<file path="src/rtl/rr_mux_sched.sv">
// Round-robin 4:1 mux scheduler with HOLD-cycle grant quantum; optional hand_cnt via RR_MUX_SCHED_STATS_EN.
// Latency: req -> gnt/sel one edge; gnt -> y/y_valid one further edge.
// Backpressure: none; requesters wait on req until granted, a quantum ends only when others wait.
module rr_mux_sched #(
    parameter int DW   = 2,
    parameter int HOLD = 4
) (
    input  logic            clk,
    input  logic            rst,
    input  logic [3:0]      req,
    input  logic [4*DW-1:0] data,
    output logic [3:0]      gnt,
    output logic [1:0]      sel,
    output logic [DW-1:0]   y,
    output logic            y_valid,
    output logic            busy
`ifdef RR_MUX_SCHED_STATS_EN
    ,
    output logic [7:0]      hand_cnt
`endif
);

    typedef enum logic {IDLE, GRANT} state_t;

    localparam logic [7:0] HCNT_LAST = 8'(HOLD - 1);

    state_t     state, state_n;
    logic [1:0] ptr, ptr_n;
    logic [1:0] sel_n;
    logic [7:0] hcnt, hcnt_n;
    logic [3:0] gnt_n;
    logic [3:0] pend;
    logic       rel;

    // First set bit of m, scanning circularly from p.
    function automatic logic [1:0] win(input logic [1:0] p, input logic [3:0] m);
        logic [1:0] r;
        logic [1:0] idx;
        logic       found;
        r     = p;
        found = 1'b0;
        for (int k = 0; k < 4; k++) begin
            idx = p + 2'(k);
            if (!found && m[idx]) begin
                r     = idx;
                found = 1'b1;
            end
        end
        return r;
    endfunction

    assign busy = |gnt;
    assign pend = req & ~gnt;
    assign rel  = !req[sel] || ((hcnt == HCNT_LAST) && (pend != 4'b0000));

    always_ff @(posedge clk) begin
        if (rst) begin
            state <= IDLE;
            ptr   <= 2'd0;
            hcnt  <= 8'd0;
            gnt   <= 4'b0000;
            sel   <= 2'd0;
        end else begin
            state <= state_n;
            ptr   <= ptr_n;
            hcnt  <= hcnt_n;
            gnt   <= gnt_n;
            sel   <= sel_n;
        end
    end

    always_comb begin
        state_n = state;
        ptr_n   = ptr;
        hcnt_n  = hcnt;
        gnt_n   = gnt;
        sel_n   = sel;
        case (state)
            IDLE: begin
                if (req != 4'b0000) begin
                    state_n = GRANT;
                    sel_n   = win(ptr, req);
                    gnt_n   = 4'b0001 << sel_n;
                    hcnt_n  = 8'd0;
                end
            end
            GRANT: begin
                if (!rel) begin
                    // Uncontended at quantum end: renew rather than drop.
                    hcnt_n = (hcnt == HCNT_LAST) ? 8'd0 : hcnt + 8'd1;
                end else begin
                    ptr_n  = sel + 2'd1;
                    hcnt_n = 8'd0;
                    if (pend != 4'b0000) begin
                        sel_n = win(sel + 2'd1, pend);
                        gnt_n = 4'b0001 << sel_n;
                    end else begin
                        state_n = IDLE;
                        gnt_n   = 4'b0000;
                    end
                end
            end
            default: begin
                state_n = IDLE;
                gnt_n   = 4'b0000;
            end
        endcase
    end

    always_ff @(posedge clk) begin
        if (rst) begin
            y       <= '0;
            y_valid <= 1'b0;
        end else begin
            y_valid <= busy;
            if (busy) begin
                y <= data[DW*sel +: DW];
            end
        end
    end

`ifdef RR_MUX_SCHED_STATS_EN
    logic handover;
    assign handover = (state == GRANT) && rel && (pend != 4'b0000);

    always_ff @(posedge clk) begin
        if (rst) begin
            hand_cnt <= 8'd0;
        end else if (handover && (hand_cnt != 8'hFF)) begin
            hand_cnt <= hand_cnt + 8'd1;
        end
    end
`endif

endmodule

</file>
<file path="config.mk">
export PLATFORM = sky130hd
export DESIGN_NAME = rr_mux_sched
export DESIGN_NICKNAME = d
export VERILOG_FILES = /design/src/rtl/rr_mux_sched.sv
export SDC_FILE = /design/constraint.sdc
export NUM_CORES = 1
export LEC_CHECK = 0
export ABC_AREA = 1
export BUFFER_PORTS_ARGS = -buffer_cell sky130_fd_sc_hd__buf_2
export CORE_MARGIN = 2
export CORE_UTILIZATION = 50
export DETAILED_ROUTE_END_ITERATION = 10
export GPL_TIMING_DRIVEN = 0
export PLACE_DENSITY = 0.71
export SETUP_SLACK_MARGIN = 0.4
export SLEW_MARGIN = 30
export SYNTH_ARGS = -nofsm -noshare
export SYNTH_HDL_FRONTEND = slang
export SYNTH_SLANG_ARGS = --single-unit
</file>
<file path="constraint.sdc">
create_clock -name clk -period 2.05 [get_ports clk]
set_clock_uncertainty 0.2 [all_clocks]
set_input_delay 0.615 -clock clk [delete_from_list [all_inputs] [get_ports clk]]
set_output_delay 0.615 -clock clk [all_outputs]
set_load 0.005 [all_outputs]
</file>
Word level (Yosys, flattened, before mapping)
Index checks and enable logic that the tools add are counted.
{ "word_totals": {"regBits": 20, "latch_bits": 0, "ramBits": 0, "rom_bits": 0, "input_bits": 14, "word_cells": 121, "mem_count": 0} }
{ "classes": {"n_addsub": 8, "mul": 0, "div": 0, "order_cmp": 9, "n_eq_ne": 4, "n_shift": 3, "mux": 66, "n_bitwise": 3, "reduce_logical": 21} }
{ "op_table": {"columns": ["operator", "count"], "rows": [
  ["$mux 1", 33],
  ["$mux 2", 14],
  ["$lt 2x3->1 const B", 9],
  ["$mux 8", 3],
  ["$bmux 1 s2", 9],
  ["$pmux 8 s2", 1],
  ["$mux 4", 3],
  ["$add 2x2->2 const B", 4],
  ["$add 8x1->8 const B", 1],
  ["$eq 8x2->1 const B", 1],
  ["$pmux 4 s2", 1],
  ["$reduce_bool 4->1", 2],
  ["$shiftx 8x4->2", 1],
  ["$shl 1x2->4 const A", 2],
  ["$logic_and 1x1->1", 7],
  ["$logic_not 1->1", 7],
  ["$add 2x1->2 const B", 3],
  ["$and 4x4->4", 1],
  ["$ne 2x1->1 const B", 2],
  ["$not 4->4", 1],
  ["$pmux 2 s2", 1],
  ["$reduce_and 2->1", 2],
  ["$reduce_or 4->1", 1],
  ["$reduce_and 3->1", 1],
  ["4 further kinds", 4]
]} }

Longest topological paths before layout
{ "depth": {"depth_word": 30, "mapped_depth": 15, "depth_no_buf": 15} }

Worst setup path after synthesis
Ideal clock, no wire load.
{ "synth_path": {"path_type": "input port to flip-flop", "startpoint": "in req[2]", "endpoint": "reg gnt[1]", "setup_time_ps": 117, "arrival_ps": 1523, "slack_ps": 210, "cell_stages": 11, "cell_sequence": "inv_1 -> o2111ai_4 -> nand2_1 -> nand2_1 -> inv_2 -> nand2_2 -> inv_2 -> nor2_4 -> o21ai_1 -> nor2_1 -> nor2_1"} }
{ "synth_between": {"elab_chain_len": 29} }
{ "synth_lines": {"columns": ["element", "line_no", "rtl"], "rows": [
  ["start, declared", "10", "input logic [3:0] req,"],
  ["$and 4x4->4", "53", "assign pend = req & ~gnt;"],
  ["$bmux 1 s2", "44", "if (!found && m[idx]) begin"],
  ["$mux 1 (not written as such)", "44", null],
  ["$mux 1", "44", null],
  ["$mux 1", "94", "if (pend != 4'b0000) begin"],
  ["$mux 1", "88", "if (!rel) begin"],
  ["$mux 1", "78", "case (state)"],
  ["$logic_not 1->1", "44", null],
  ["[13 not listed]", null, null],
  ["$mux 2", "44", null],
  ["$mux 2", "94", null],
  ["$mux 2", "88", null],
  ["$mux 2", "78", null],
  ["$shl 1x2->4", "96", "gnt_n = 4'b0001 << sel_n;"],
  ["$mux 4", "94", null],
  ["$mux 4", "88", null],
  ["$pmux 4 s2", "78", null],
  ["end signal, assigned", "67", "gnt <= gnt_n;"],
  ["end, declared", "12", "output logic [3:0] gnt,"]
]} }
Parallel ways exist; a longest one is shown, timed or not. The select of a mux whose other input is x is not followed.
A chain may end at the register's enable or synchronous reset.

Worst setup path in the final report
{ "layout_path": {"startpoint": "reg gnt[3]", "endpoint": "out busy"} }
{ "layout_between": {"elab_chain_len": 1} }
{ "layout_lines": {"columns": ["element", "line_no", "rtl"], "rows": [
  ["$reduce_or 4->1", "52", "assign busy = |gnt;"],
  ["end, declared", "16", "output logic busy"]
]} }
Every way passes these cells.

==> results by group <==
Clocking
  – Number of clock sinks: 20
  – CTS tree: built
  – H-tree level count: 1
  – Clock transition at the registers of the reported paths: ~130 ps
  – Post-cts hold buffer count: 0
  – CTS root buf: sky130_fd_sc_hd__clkbuf_4
  – TritonCTS Buffers: 3
  – Clock Latency Late Sink: around 310 ps
  – Max Root-Sink Buffers: 2

Pwr
  – Switching power summed over all nets: between 1.5 and 2 mW
  – VDD IR-drop max: between 1 and 1.5 mV
  – Reg power frac: 17.3%
  – Comb pwr share: approximately 74%
  – Leakage component of the power: 1.22 nW
  – Clock network power share: under 10%
  – Power consumption: 3.89 mW
  – Power per standard cell area: around 1500 mW/mm²
  – Switching part of the total: between 40% and 50%
  – Internal Pwr Total: a little under 2 mW

Die
  – Area of the die: approximately 0.0037 mm²
  – X dimension of the die: 61.0 µm
  – Placement row count: 20
  – Core outline area: 0.00308 mm²
  – I/O pin cnt: 24
  – Starting density of the core: between 50% and 60%
  – Die Height: 61.0 µm

Flow run
  – Count of maximum capacitance violations: 0

STA
  – Final number of setup-violating endpoints: 1
  – Upper clock frequency limit: ~0.48 GHz
  – Final period demand of the worst path: 2070 ps
  – RSZ-0062 raised after global routing: yes
  – Tightest slew margin relative to the limit: approximately 65%
  – Final count of hold timing violations: 0
  – Least-Margin Pin Slew: between 500 and 600 ps
  – Worst slack on hold paths: approximately 290 ps
  – Slack of the critical path: -21.9 ps
  – Share of the clock period used by the worst path: 101%
  – Max-slew violation count: 0

Global routing
  – Overflow left after global routing: 0
  – Maximum number of pins on one net before global-route repair: 13
  – First-pass GRT wire length: 7.49 mm
  – Total global routing track utilization: between 20% and 30%
  – Vias in the first global route: about 1800
  – Number of antenna violations at the first check in global routing: 0

Min path
  – Min-delay src: hcnt[3]
  – Worst hold stages: 2
  – Min-Delay Path Class: flip-flop to flip-flop
  – Worst hold path endpoint: hcnt[3]

Placement
  – Post-Place Cell Area: ~0.0019 mm²
  – IO Port Bufs: 23
  – Setup WS pre-CTS: -173 ps
  – Detail Placement HPWL: roughly 3.0 mm
  – Global placement routability congestion: roughly 0.92

Run status
  – Result of the run: finished with violations
  – Violations in the final reports: setup timing

Setup path
  – Worst r2r dst: gnt[2]
  – Maximum fanout encountered on the critical timing path: 3
  – Critical path capture point type: output pin
  – Worst Reg-to-Reg Cells: 12
  – Worst reg-to-reg setup slack: 60 ps
  – Crit Reg-Reg Startpoint: hcnt[0]
  – Critical Path Source Type: flip-flop
  – CP Data Required Time: between 1000 and 1500 ps
  – Arrival @ worst endpoint: between 1000 and 1500 ps
  – Critical path class: flip-flop to output pin

Routing
  – Drt pass-1 iters: 4
  – Vias per cell: 5.63
  – Post-route antenna net violation count: 0
  – Routed wire length: between 5 and 6 mm
  – Drt first-iter violations: approximately 190
  – DR WL/cell: approximately 15 µm
  – Via total after detailed routing: roughly 2100
  – Post-route DRC: 0

Synth
  – Number of nets produced by synthesis: 291
  – Post-synthesis cell count: ~280
  – Sequential-to-total area share from yosys stat: 24.7%
  – Total standard cell area after synthesis: approximately 0.0016 mm²
  – Flop and latch count out of synthesis: 20
  – Number of warnings printed during yosys synthesis: 0
  – Number of unique standard cell types used by synthesis: 29
  – Mean area per synthesized cell: ~6 µm²

Cells and area
  – Fraction of final layout cells sized beyond drive strength 1: 54.0%
  – Cell area after layout: 0.00260 mm²
  – Area used by multi-input combinational logic: 0.00141 mm²
  – Synthesis-to-layout area growth: 60.2%
  – Total area of sequential cells: around 430 µm²
  – Final nets: approximately 350
  – Number of inserted filler cells in the final layout: around 210
  – Number of diodes added for antenna fixing: 0
-- cells in the final DEF, fill, tap and decap left out, types with 4 or more instances in the layout --
cell	Yosys	routed
sky130_fd_sc_hd__dfxtp_1	20	7
sky130_fd_sc_hd__nand3_4	1	4
sky130_fd_sc_hd__nand3_1	31	20
sky130_fd_sc_hd__nand2_1	90	48
sky130_fd_sc_hd__buf_4	1	27
sky130_fd_sc_hd__a21oi_1	12	8
sky130_fd_sc_hd__dfxtp_4	0	6
sky130_fd_sc_hd__nand2_2	7	39
sky130_fd_sc_hd__inv_2	5	7
sky130_fd_sc_hd__o21ai_0	17	12
sky130_fd_sc_hd__nor2_1	30	25
sky130_fd_sc_hd__inv_4	0	6
sky130_fd_sc_hd__inv_1	27	18
sky130_fd_sc_hd__nand2_4	0	10
sky130_fd_sc_hd__buf_2	1	15
sky130_fd_sc_hd__buf_6	2	14
sky130_fd_sc_hd__dfxtp_2	0	7
sky130_fd_sc_hd__a21oi_2	0	4
sky130_fd_sc_hd__nor2_4	1	5
sky130_fd_sc_hd__nand3_2	6	14
sky130_fd_sc_hd__o21ai_1	2	4
-- worst max-delay path, stage by stage (launching register included) --
cell and delay [ps]:
sky130_fd_sc_hd__dfxtp_4 370, sky130_fd_sc_hd__nor4_4 340, sky130_fd_sc_hd__inv_1 110, sky130_fd_sc_hd__buf_2 140
-- routing by layer --
metal / wire length (µm) / global-route usage (%) / part of all wire [%] / vias up
li1: - / - / - / 1022
met1: 2180 / 33.4 / 39 / 973
met2: 2860 / 47.3 / 51 / 115
met3: 374 / 2.35 / 6.6 / 22
met4: 218 / 8.70 / 3.9 / 0
met5: 0 / 0 / 0 / -
-- flip-flops by register name, summed over array words and instances, names as in the netlist --
signal   cells
state        1
hcnt         8
sel          2
y_valid      1
y            2
ptr          2
gnt          4
-- Yosys cell counts --
library cell	n	area share [%]
sky130_fd_sc_hd__nor4_1	2	0.77
sky130_fd_sc_hd__o2111ai_4	1	1.6
sky130_fd_sc_hd__nor2_1	30	6.9
sky130_fd_sc_hd__clkbuf_1	1	0.23
sky130_fd_sc_hd__buf_2	1	0.31
sky130_fd_sc_hd__clkinv_2	1	0.31
sky130_fd_sc_hd__dfxtp_1	20	25
sky130_fd_sc_hd__nand2_1	90	21
sky130_fd_sc_hd__o21bai_1	3	1.4
sky130_fd_sc_hd__xor2_1	2	1.1
sky130_fd_sc_hd__buf_6	2	1.4
sky130_fd_sc_hd__nand3_2	6	3.7
sky130_fd_sc_hd__o211ai_1	1	0.46
sky130_fd_sc_hd__a21oi_1	12	3.7
sky130_fd_sc_hd__o21ai_1	2	0.62
sky130_fd_sc_hd__nand2_2	7	2.7
sky130_fd_sc_hd__buf_4	1	0.46
sky130_fd_sc_hd__nor2_4	1	0.69
sky130_fd_sc_hd__nor2_2	2	0.77
sky130_fd_sc_hd__nand4_1	3	1.2
sky130_fd_sc_hd__nor3_1	2	0.62
sky130_fd_sc_hd__inv_1	27	6.2
sky130_fd_sc_hd__nand3_1	31	9.6
sky130_fd_sc_hd__inv_2	5	1.2
sky130_fd_sc_hd__o22ai_1	3	1.2
sky130_fd_sc_hd__o21a_1	1	0.46
sky130_fd_sc_hd__o21ai_0	17	5.2
sky130_fd_sc_hd__nand3_4	1	1.1
sky130_fd_sc_hd__ha_1	1	0.77
-- timing repair --
action	in CTS	in global routing
pin swaps	29	26
cloned	1	0
setup endpoints to repair	23	23
resized for setup	67	61
buffers inserted	22	9
-- area by class of cell --
cell class / instances / share of cell area [%]
Multi-Input combinational cell: 218 / 54.4
Clock inverter: 1 / 1.15
Clock buffer: 3 / 0.866
Tap cell: 44 / 2.12
Sequential cell: 20 / 16.6
Buffer: 5 / 2.16
Timing Repair Buffer: 55 / 16.6
Inverter: 33 / 6.11
-- power groups by stage --
stage | Clock, mW | Sequential, mW | Combinational (mW)
global route | 0.345 | 0.685 | 3.12
detailed placement | 0 | 0.613 | 1.81
finish | 0.331 | 0.673 | 2.88
CTS | 0.331 | 0.653 | 2.37
global placement | 0 | 0.610 | 1.80
floorplan | 0 | 0.596 | 1.43
-- how the worst max path moves through the flow --
stage / startpoint / endpoint / slack (ps) / cells after the start
global placement: req[0] / gnt[0] / -180 / 14
finish: gnt[3] / busy / -20 / 3
floorplan: req[2] / gnt[0] / 240 / 11
global route: gnt[3] / busy / -80 / 3
detailed placement: req[0] / state / -170 / 12
CTS: gnt[3] / busy / 0.8 / 3
-- cell families (layout without fill, tap and decap cells) --
| logic type | Yosys count | after routing | share of synthesized area [%] |
|---|---|---|---|
| simple gates | 175 | 175 | 48.8 |
| compound gates | 40 | 40 | 14.6 |
| buf+inv | 38 | 97 | 10.1 |
| flops | 20 | 20 | 24.7 |
| xor+xnor | 2 | 2 | 1.08 |
| fa+ha+maj | 1 | 1 | 0.770 |
-- through the flow --
stage	TNS (ps)	instances	utilization, %
after floorplan	0	276	-
after global placement	-1470	343	61.5
after detailed placement	-1360	343	61.5
after CTS	0	370	76.0
after global routing	-255	379	84.5
final	-21.9	379	84.5
(Power assumes the default switching activity.)
